**src/rtl/apb3_fp2_mul_host_port.sv**
```systemverilog
// APB3 host port for the Fp2 Montgomery multiplier: packs 32-bit writes into operand digits,
// unpacks result entries into 32-bit reads, and tracks done/error status with an interrupt.
module apb3_fp2_mul_host_port #(
  parameter int RADIX      = 64,
  parameter int WORDS      = RADIX / 32,
  parameter int WIDTH_REAL = 4,
  parameter int RES_DEPTH  = (WIDTH_REAL + 1) / 2,
  localparam int AW  = (WIDTH_REAL > 1) ? $clog2(WIDTH_REAL) : 1,
  localparam int RAW = (RES_DEPTH > 1) ? $clog2(RES_DEPTH) : 1
) (
  input  logic               io_mainClk,
  input  logic               io_systemReset,
  input  logic               io_apb_PSEL,
  input  logic               io_apb_PENABLE,
  input  logic               io_apb_PWRITE,
  input  logic [7:0]         io_apb_PADDR,
  input  logic [31:0]        io_apb_PWDATA,
  output logic [31:0]        io_apb_PRDATA,
  output logic               io_apb_PREADY,
  output logic               io_apb_PSLVERROR,
  output logic               mult_start,
  output logic               mult_rst,
  input  logic               mult_done,
  input  logic               mult_busy,
  output logic [3:0]         op_wr_en,
  output logic [AW-1:0]      op_wr_addr,
  output logic [RADIX-1:0]   op_wr_data,
  output logic [1:0]         res_rd_en,
  output logic [RAW-1:0]     res_rd_addr_sub,
  output logic [RAW-1:0]     res_rd_addr_add,
  input  logic [2*RADIX-1:0] res_sub_dout,
  input  logic [2*RADIX-1:0] res_add_dout,
  output logic               irq
);
  localparam int WCW = (WORDS > 1) ? $clog2(WORDS) : 1;
  localparam int RCW = $clog2(2 * WORDS);
  localparam int SW  = (WORDS > 1) ? WORDS - 1 : 1;
  localparam logic [WCW-1:0] W_LAST   = WCW'(WORDS - 1);
  localparam logic [RCW-1:0] R_LAST   = RCW'(2 * WORDS - 1);
  localparam logic [AW-1:0]  OP_LAST  = AW'(WIDTH_REAL - 1);
  localparam logic [RAW-1:0] RES_LAST = RAW'(RES_DEPTH - 1);

  logic           wr, rd, ctrl_wr, stat_wr, rd_sub, rd_add;
  logic           op_hit, op_accept, op_blocked, op_switch, op_last, clear_all;
  logic [1:0]     op_idx;
  logic [WCW-1:0] wcnt_reg, stage_idx;
  logic [1:0]     cur_op_reg;
  logic [31:0]    stage_reg [SW];
  logic [AW-1:0]  ptr_reg [4];
  logic [RCW-1:0] rcnt_sub_reg, rcnt_add_reg;
  logic [RAW-1:0] addr_sub_reg, addr_add_reg;
  logic           done_sticky_reg, err_sticky_reg, irq_en_reg, irq_reg;
  logic           mult_start_reg, mult_rst_reg;
  logic [3:0]     op_wr_en_reg;
  logic [AW-1:0]  op_wr_addr_reg;
  logic [RADIX-1:0] op_wr_data_reg, digit_next;
  logic [1:0]     res_rd_en_reg;

  assign wr      = io_apb_PSEL & io_apb_PENABLE & io_apb_PWRITE;
  assign rd      = io_apb_PSEL & io_apb_PENABLE & ~io_apb_PWRITE;
  assign ctrl_wr = wr && (io_apb_PADDR == 8'h00);
  assign stat_wr = wr && (io_apb_PADDR == 8'h04);
  assign rd_sub  = rd && (io_apb_PADDR == 8'h20);
  assign rd_add  = rd && (io_apb_PADDR == 8'h24);

  always_comb begin
    op_hit = 1'b1;
    op_idx = 2'd0;
    case (io_apb_PADDR)
      8'h08:   op_idx = 2'd0;
      8'h0C:   op_idx = 2'd1;
      8'h10:   op_idx = 2'd2;
      8'h14:   op_idx = 2'd3;
      default: op_hit = 1'b0;
    endcase
  end

  assign op_blocked = wr & op_hit & mult_busy;
  assign op_accept  = wr & op_hit & ~mult_busy;
  // A write to a different operand mid-digit abandons the partial digit and restarts at word 0.
  assign op_switch  = op_accept && (wcnt_reg != '0) && (op_idx != cur_op_reg);
  assign op_last    = op_accept && !op_switch && (wcnt_reg == W_LAST);
  assign stage_idx  = op_switch ? '0 : wcnt_reg;
  assign clear_all  = mult_done | (ctrl_wr & (io_apb_PWDATA[0] | io_apb_PWDATA[2]));

  always_comb begin
    digit_next = '0;
    for (int k = 0; k < WORDS - 1; k++)
      digit_next[32*k +: 32] = stage_reg[k];
    digit_next[RADIX-32 +: 32] = io_apb_PWDATA;
  end

  genvar gi;
  generate
    for (gi = 0; gi < SW; gi++) begin : g_stage
      always_ff @(posedge io_mainClk or posedge io_systemReset) begin
        if (io_systemReset)
          stage_reg[gi] <= '0;
        else if (clear_all)
          stage_reg[gi] <= '0;
        else if (op_accept && !op_last && (int'(stage_idx) == gi))
          stage_reg[gi] <= io_apb_PWDATA;
      end
    end
    for (gi = 0; gi < 4; gi++) begin : g_ptr
      always_ff @(posedge io_mainClk or posedge io_systemReset) begin
        if (io_systemReset)
          ptr_reg[gi] <= '0;
        else if (clear_all)
          ptr_reg[gi] <= '0;
        else if (op_last && (int'(op_idx) == gi))
          ptr_reg[gi] <= (ptr_reg[gi] == OP_LAST) ? '0 : ptr_reg[gi] + 1'b1;
      end
    end
  endgenerate

  always_ff @(posedge io_mainClk or posedge io_systemReset) begin
    if (io_systemReset) begin
      wcnt_reg        <= '0;
      cur_op_reg      <= '0;
      rcnt_sub_reg    <= '0;
      rcnt_add_reg    <= '0;
      addr_sub_reg    <= '0;
      addr_add_reg    <= '0;
      done_sticky_reg <= 1'b0;
      err_sticky_reg  <= 1'b0;
      irq_en_reg      <= 1'b0;
      irq_reg         <= 1'b0;
      mult_start_reg  <= 1'b0;
      mult_rst_reg    <= 1'b0;
      op_wr_en_reg    <= '0;
      op_wr_addr_reg  <= '0;
      op_wr_data_reg  <= '0;
      res_rd_en_reg   <= '0;
    end else begin
      op_wr_en_reg   <= '0;
      res_rd_en_reg  <= '0;
      mult_start_reg <= ctrl_wr & io_apb_PWDATA[3] & ~mult_busy;
      mult_rst_reg   <= ctrl_wr & io_apb_PWDATA[2];
      irq_reg        <= done_sticky_reg & irq_en_reg;
      if (ctrl_wr)
        irq_en_reg <= io_apb_PWDATA[4];
      // Completion is set-dominant over a simultaneous W1C.
      if (mult_done)
        done_sticky_reg <= 1'b1;
      else if (stat_wr && io_apb_PWDATA[1])
        done_sticky_reg <= 1'b0;
      if (op_switch || op_blocked)
        err_sticky_reg <= 1'b1;
      else if (stat_wr && io_apb_PWDATA[2])
        err_sticky_reg <= 1'b0;

      if (clear_all) begin
        wcnt_reg     <= '0;
        cur_op_reg   <= '0;
        rcnt_sub_reg <= '0;
        rcnt_add_reg <= '0;
        addr_sub_reg <= '0;
        addr_add_reg <= '0;
      end else begin
        if (op_last) begin
          op_wr_en_reg[op_idx] <= 1'b1;
          op_wr_addr_reg       <= ptr_reg[op_idx];
          op_wr_data_reg       <= digit_next;
          wcnt_reg             <= '0;
        end else if (op_accept) begin
          wcnt_reg   <= stage_idx + 1'b1;
          cur_op_reg <= op_idx;
        end
        if (rd_sub) begin
          rcnt_sub_reg <= (rcnt_sub_reg == R_LAST) ? '0 : rcnt_sub_reg + 1'b1;
          if (rcnt_sub_reg == R_LAST) begin
            res_rd_en_reg[0] <= 1'b1;
            addr_sub_reg     <= (addr_sub_reg == RES_LAST) ? '0 : addr_sub_reg + 1'b1;
          end
        end
        if (rd_add) begin
          rcnt_add_reg <= (rcnt_add_reg == R_LAST) ? '0 : rcnt_add_reg + 1'b1;
          if (rcnt_add_reg == R_LAST) begin
            res_rd_en_reg[1] <= 1'b1;
            addr_add_reg     <= (addr_add_reg == RES_LAST) ? '0 : addr_add_reg + 1'b1;
          end
        end
      end
    end
  end

  always_comb begin
    io_apb_PRDATA = '0;
    if (rd) begin
      case (io_apb_PADDR)
        8'h00:   io_apb_PRDATA = {27'b0, irq_en_reg, 2'b0, done_sticky_reg, mult_busy};
        8'h04:   io_apb_PRDATA = {29'b0, err_sticky_reg, done_sticky_reg, mult_busy};
        8'h20:   io_apb_PRDATA = res_sub_dout[32*int'(rcnt_sub_reg) +: 32];
        8'h24:   io_apb_PRDATA = res_add_dout[32*int'(rcnt_add_reg) +: 32];
        default: io_apb_PRDATA = '0;
      endcase
    end
  end

  assign io_apb_PREADY    = 1'b1;
  assign io_apb_PSLVERROR = op_blocked;
  assign mult_start       = mult_start_reg;
  assign mult_rst         = mult_rst_reg;
  assign op_wr_en         = op_wr_en_reg;
  assign op_wr_addr       = op_wr_addr_reg;
  assign op_wr_data       = op_wr_data_reg;
  assign res_rd_en        = res_rd_en_reg;
  assign res_rd_addr_sub  = addr_sub_reg;
  assign res_rd_addr_add  = addr_add_reg;
  assign irq              = irq_reg;
endmodule

```
**config.mk**
```make
export PLATFORM = sky130hd
export DESIGN_NAME = apb3_fp2_mul_host_port
export DESIGN_NICKNAME = d
export VERILOG_FILES = /design/src/rtl/apb3_fp2_mul_host_port.sv
export SDC_FILE = /design/constraint.sdc
export NUM_CORES = 1
export LEC_CHECK = 0
export ABC_CLOCK_PERIOD_IN_PS = 3500
export BUFFER_PORTS_ARGS = -buffer_cell sky130_fd_sc_hd__buf_2
export CORE_AREA = 2 2 159 161
export DETAILED_ROUTE_END_ITERATION = 16
export DIE_AREA = 0 0 161 163
export PLACE_DENSITY = 0.63
export SLEW_MARGIN = 30
export SYNTH_ARGS = -nofsm -noshare
export SYNTH_HDL_FRONTEND = slang
export SYNTH_SLANG_ARGS = --single-unit
```
**constraint.sdc**
```tcl
create_clock -name io_mainClk -period 3.5 [get_ports io_mainClk]
set_clock_uncertainty 0.1 [all_clocks]
set_input_delay 0.175 -clock io_mainClk [delete_from_list [all_inputs] [get_ports io_mainClk]]
set_output_delay 0.175 -clock io_mainClk [all_outputs]
set_load 0.01 [all_outputs]
```
Word level (Yosys, flattened, before mapping):

Cells that the tools add are included.

* register bits: 127
* input port bits: 303

* add/sub/neg operators: 9
* magnitude comparators: 3
* equal/unequal tests: 18
* shifts and indexed selects: 2
* multiplexer cells: 55
* bitwise operators: 18
* reduce and logical (&&, ||, !) cells: 40

Operator list (count)
* variable part select 128 x 8 -> 32 bit: 2
* one-hot mux 32 bit (4 select lines): 1
* 2-to-1 mux 32 bit: 3
* 2-to-1 mux 2 bit: 24
* nonzero test 2 bit: 12
* 2-to-1 mux 1 bit: 22
* logical AND 1 bit: 17
* == test 2 bit (second input constant): 8
* == test 8 x 4 -> 1 bit (second input constant): 2
* == test 8 x 5 -> 1 bit (second input constant): 2
* == test 8 x 6 -> 1 bit (second input constant): 2
* adder 2 x 1 -> 2 bit (second input constant): 6
* bitwise AND 1 bit: 11
* == test 8 x 3 -> 1 bit (second input constant): 1
* zero test 8 bit: 1
* 2-to-1 mux 4 bit: 2
* AND reduction 2 bit: 4
* one-hot mux 2 bit (3 select lines): 1
* binary-select mux 2 bit (select 2 bit): 1
* NOT 1 bit: 4
* OR reduction 4 bit: 1
* adder 1 bit (second input constant): 3
* greater-or-equal comparator 3 bit (second input constant): 1
* less-than comparator 2 x 3 -> 1 bit (second input constant): 1
* 11 further kinds: 13

Depth between registers and ports, before layout:

* word-level depth: 15
* mapped depth: 8

Worst setup path after synthesis:

OpenSTA, ideal clock, no wires.

* kind: register to output
* start: reg rcnt_add_reg[0]
* end: out io_apb_PRDATA[11]
* arrival: 2027 ps
* required time: 3225 ps
* slack: 1198 ps
* cell stages (with the launch flop): 6
* cells stage by stage: dfrtp_1 clkbuf_1 buf_1 mux4_2 a22oi_1 nor2_1

* cells in the longest elaborated chain, start to end: 3

RTL lines
* start: declaration: line 50 `logic [RCW-1:0] rcnt_sub_reg, rcnt_add_reg;`
* start signal: assignment: line 178 `rcnt_add_reg <= (rcnt_add_reg == R_LAST) ? '0 : rcnt_add_reg + 1'b1;`
* variable part select 128 x 8 -> 32 bit: line 195 `8'h24: io_apb_PRDATA = res_add_dout[32*int'(rcnt_add_reg) +: 32];`
* one-hot mux 32 bit (4 select lines): line 191 `case (io_apb_PADDR)`
* 2-to-1 mux 32 bit: line 190 `if (rd) begin`
* end: declaration: line 18 `output logic [31:0] io_apb_PRDATA,`

No other way between the ends.

Final worst setup path:

* start: reg cur_op_reg[0]
* end: reg op_wr_data_reg[41], in the netlist op_wr_data[41]

* cells in the longest elaborated chain, start to end: 6

RTL lines
* start: declaration: line 47 `logic [1:0] cur_op_reg;`
* start signal: assignment: line 168 `cur_op_reg <= op_idx;`
* inequality test 2 bit: line 81 `assign op_switch = op_accept && (wcnt_reg != '0) && (op_idx != cur_op_reg);`
* logical AND 1 bit: line 81
* zero test 1 bit: line 82 `assign op_last = op_accept && !op_switch && (wcnt_reg == W_LAST);`
* logical AND 1 bit (2 in a row): line 82
* AND reduction 2 bit (no line)
* end signal: assignment: line 164 `op_wr_data_reg <= digit_next;`
* end: declaration: line 56 `logic [RADIX-1:0] op_wr_data_reg, digit_next;`

No other way between the ends.
A chain may end at the register's enable or synchronous reset.

==> impl_metrics.yaml <==
global_routing:
  grt_start_max_net_pins: 53
  grtUsageTotal_pct: 22.5
  overflow: 0
  grt_pass1_wl_um: 43600
  grt_pass1_vias: 7185
  antenna_found_initial: 23
layout:
  area_growth_pct: 45.8
  num-fill-cells: 2336
  final_cell_mix: "buf_2 (412), dfrtp_1 (125), nand2_1 (89), mux4_2 (64), nor2_1 (42)"
  drive_above_1_share_pct: 56.8
  layout_commonest_cell: "buf_2"
  seq_area_mm2: 0.00318
  largest_register_ff_count: 64
  nets: 1362
  multi_input_area_mm2: 0.00421
floorplan:
  core_mm2: 0.0247
  die_h_um: 163
  io_pins: 414
  die_x_um: 161
  row_count: 58
  die-area_mm2: 0.0262
  initial_core_util_pct: 30.8
synthesis:
  synth_cell_types: 53
  syn_avg_cell_area_um2: 12.3
  ys_ff_latch: 127
  synth-edff-count: 0
  ys.flop_type: "dfrtp_1"
  synth_cells: 619
  async_reset_ff_share_pct: 100
  ys_warn_count: 0
  synth.cell_area_mm2: 0.00761
  seq_area_frac_synth_pct: 41.8
  synth_nets: 928
timing:
  layout_min_cycle_time_ns: 2.90
  rsz0062_at_grt: "no"
  worstMarginPinSlew_ns: 0.883
  setup_viol: 0
  slew_violations: 0
  fmax_mhz: 344
  hold_violations: 0
  min_period_over_period_pct: 83.0
  slew-limit-headroom_pct: 41.1
  timing.setup.tns_ns: 0
worst_setup_path:
  reg2reg_depth: 6
  worstPathMaxFanout: 38
  startpoint_type: "register"
  timing.rr.end: "op_wr_data[41]"
  rr_startpoint: "cur_op_reg[0]"
  end_kind: "register"
  path_class: "register to register"
  cp_data_arrival_time_ns: 3.10
  required_ns: 3.69
  r2r_slack_ns: 0.60
pwr:
  p_total_mw: 3.74
  vdd_drop_max_uv: 247
  power_leakage_nw: 5.48
  power_density_mw_per_mm2: 337
routing:
  wl_met1_um: 12700
  wl_met3_um: 2690
  dr_wl_met2_um: 14200
  wire_per_inst_um: 21.5
  drtPass1Iterations: 5
  avgViaCountPerCell: 5.14
  num_vias: 7221
  antenna_left: 0
  wl_um: 30200
  highest_layer: "met5"
  drcViolationCount: 0
  drt_iter0_drc: 542
placement:
  finalWeightedCongestion: 0.927
  dp_hpwl_um: 24300
  io_buffers: 412
clock_tree:
  cts_hold_buf: 36
  h-tree-depth: 4
  cts_sinks: 127
  post_cts_buffers: 0
  cts_made_buffers: 17
  cts_tree: "done"
  cts_max_path_buffers: 2
  post_cts_resized: 0
  clk_latency_ns: 0.41
  path_clk_slew_ns: 0.06
  cts_root_buffer: "clkbuf_16"
min_path:
  holdPathEnd: "cur_op_reg[0]"
  hold_path.startpoint: "io_apb_PADDR[2]"
  hold_class: "primary input to register"
  hold_path_depth: 3
job:
  maxCapViolations: 0
status:
  status: "finished, final reports clean"
## how the worst max path moves through the flow
stage	endpoint	slack (ns)	from	depth (start not counted)
after floorplan	io_apb_PRDATA[11]	1.20	rcnt_add_reg[0]	5
after global placement	op_wr_data[41]	0.66	cur_op_reg[0]	5
after detailed placement	op_wr_data[7]	0.63	io_apb_PADDR[7]	7
after CTS	io_apb_PRDATA[26]	0.55	rcnt_add_reg[0]	5
after global routing	io_apb_PRDATA[24]	0.38	rcnt_add_reg[0]	5
final	op_wr_data[41]	0.60	cur_op_reg[0]	6
## kinds of logic after synthesis
family	after synthesis	synth area share, %
XOR/XNOR	5	0.576
AND/OR/NAND/NOR	188	11.4
flip-flops	127	41.8
multiplexers	172	35.5
other	1	0.0493
adder cells (fa/ha/maj)	6	0.987
buffers and inverters	54	3.32
AO/OA/AOI/OAI	66	6.30
## area by class of cell
cell class	instances	area share, %
Clock buffer	17	3.84
Multi-Input combinational cell	438	37.9
Inverter	1	0.0677
Clock inverter	15	1.78
Timing Repair Buffer	468	23.8
Sequential cell	127	28.7
Tap cell	330	3.72
Antenna cell	9	0.203
## stage by stage
stage                     area [µm²]  utilization (%)  instances  hold slack (ns)  worst slack [ns]
after detailed placement       10100             40.8       1327            0.304             0.633
after global routing           11100             44.9       1398           0.0612             0.377
after CTS                      11000             44.8       1395           0.0280             0.546
after floorplan                 7610                -        619            0.145              1.20
final                          11100             44.9       1405           0.0530             0.595
after global placement         10000             40.7       1326            0.295             0.665
## layer usage
metal,vias to the layer above,track usage [%]
li1,3209,-
met1,3547,30.2
met2,406,35.6
met3,49,6.82
met4,10,5.93
met5,-,0
## critical path, cell delays in order (launching register included)
cell and delay (ns):
dfrtp_1 0.46, xnor2_1 0.15, and4b_1 0.21, a21oi_1 0.51, a211o_4 0.62, buf_12 0.31
mux2_2 0.36
## power by group
group	internal, mW	total, mW	switching, mW
combinational	0.217	0.397	0.180
sequential	1.47	1.47	0.000890
clock	1.15	1.87	0.724
## Yosys cell counts, types with 5 or more instances
master	count	area (µm²)
nand2_1	89	334
dfrtp_1	127	3180
mux2_4	26	390
clkbuf_1	35	131
buf_1	6	22.5
mux2_2	38	428
nor2b_1	5	31.3
nor2_1	42	158
mux4_2	64	1440
nand2b_1	5	31.3
ha_1	6	75.1
a21oi_1	11	55.1
nand3_1	8	40.0
mux2i_1	41	410
or3_1	7	43.8
nor3_1	5	25.0
a22oi_1	32	240
Note: power is estimated with default switching activity, not from simulation.
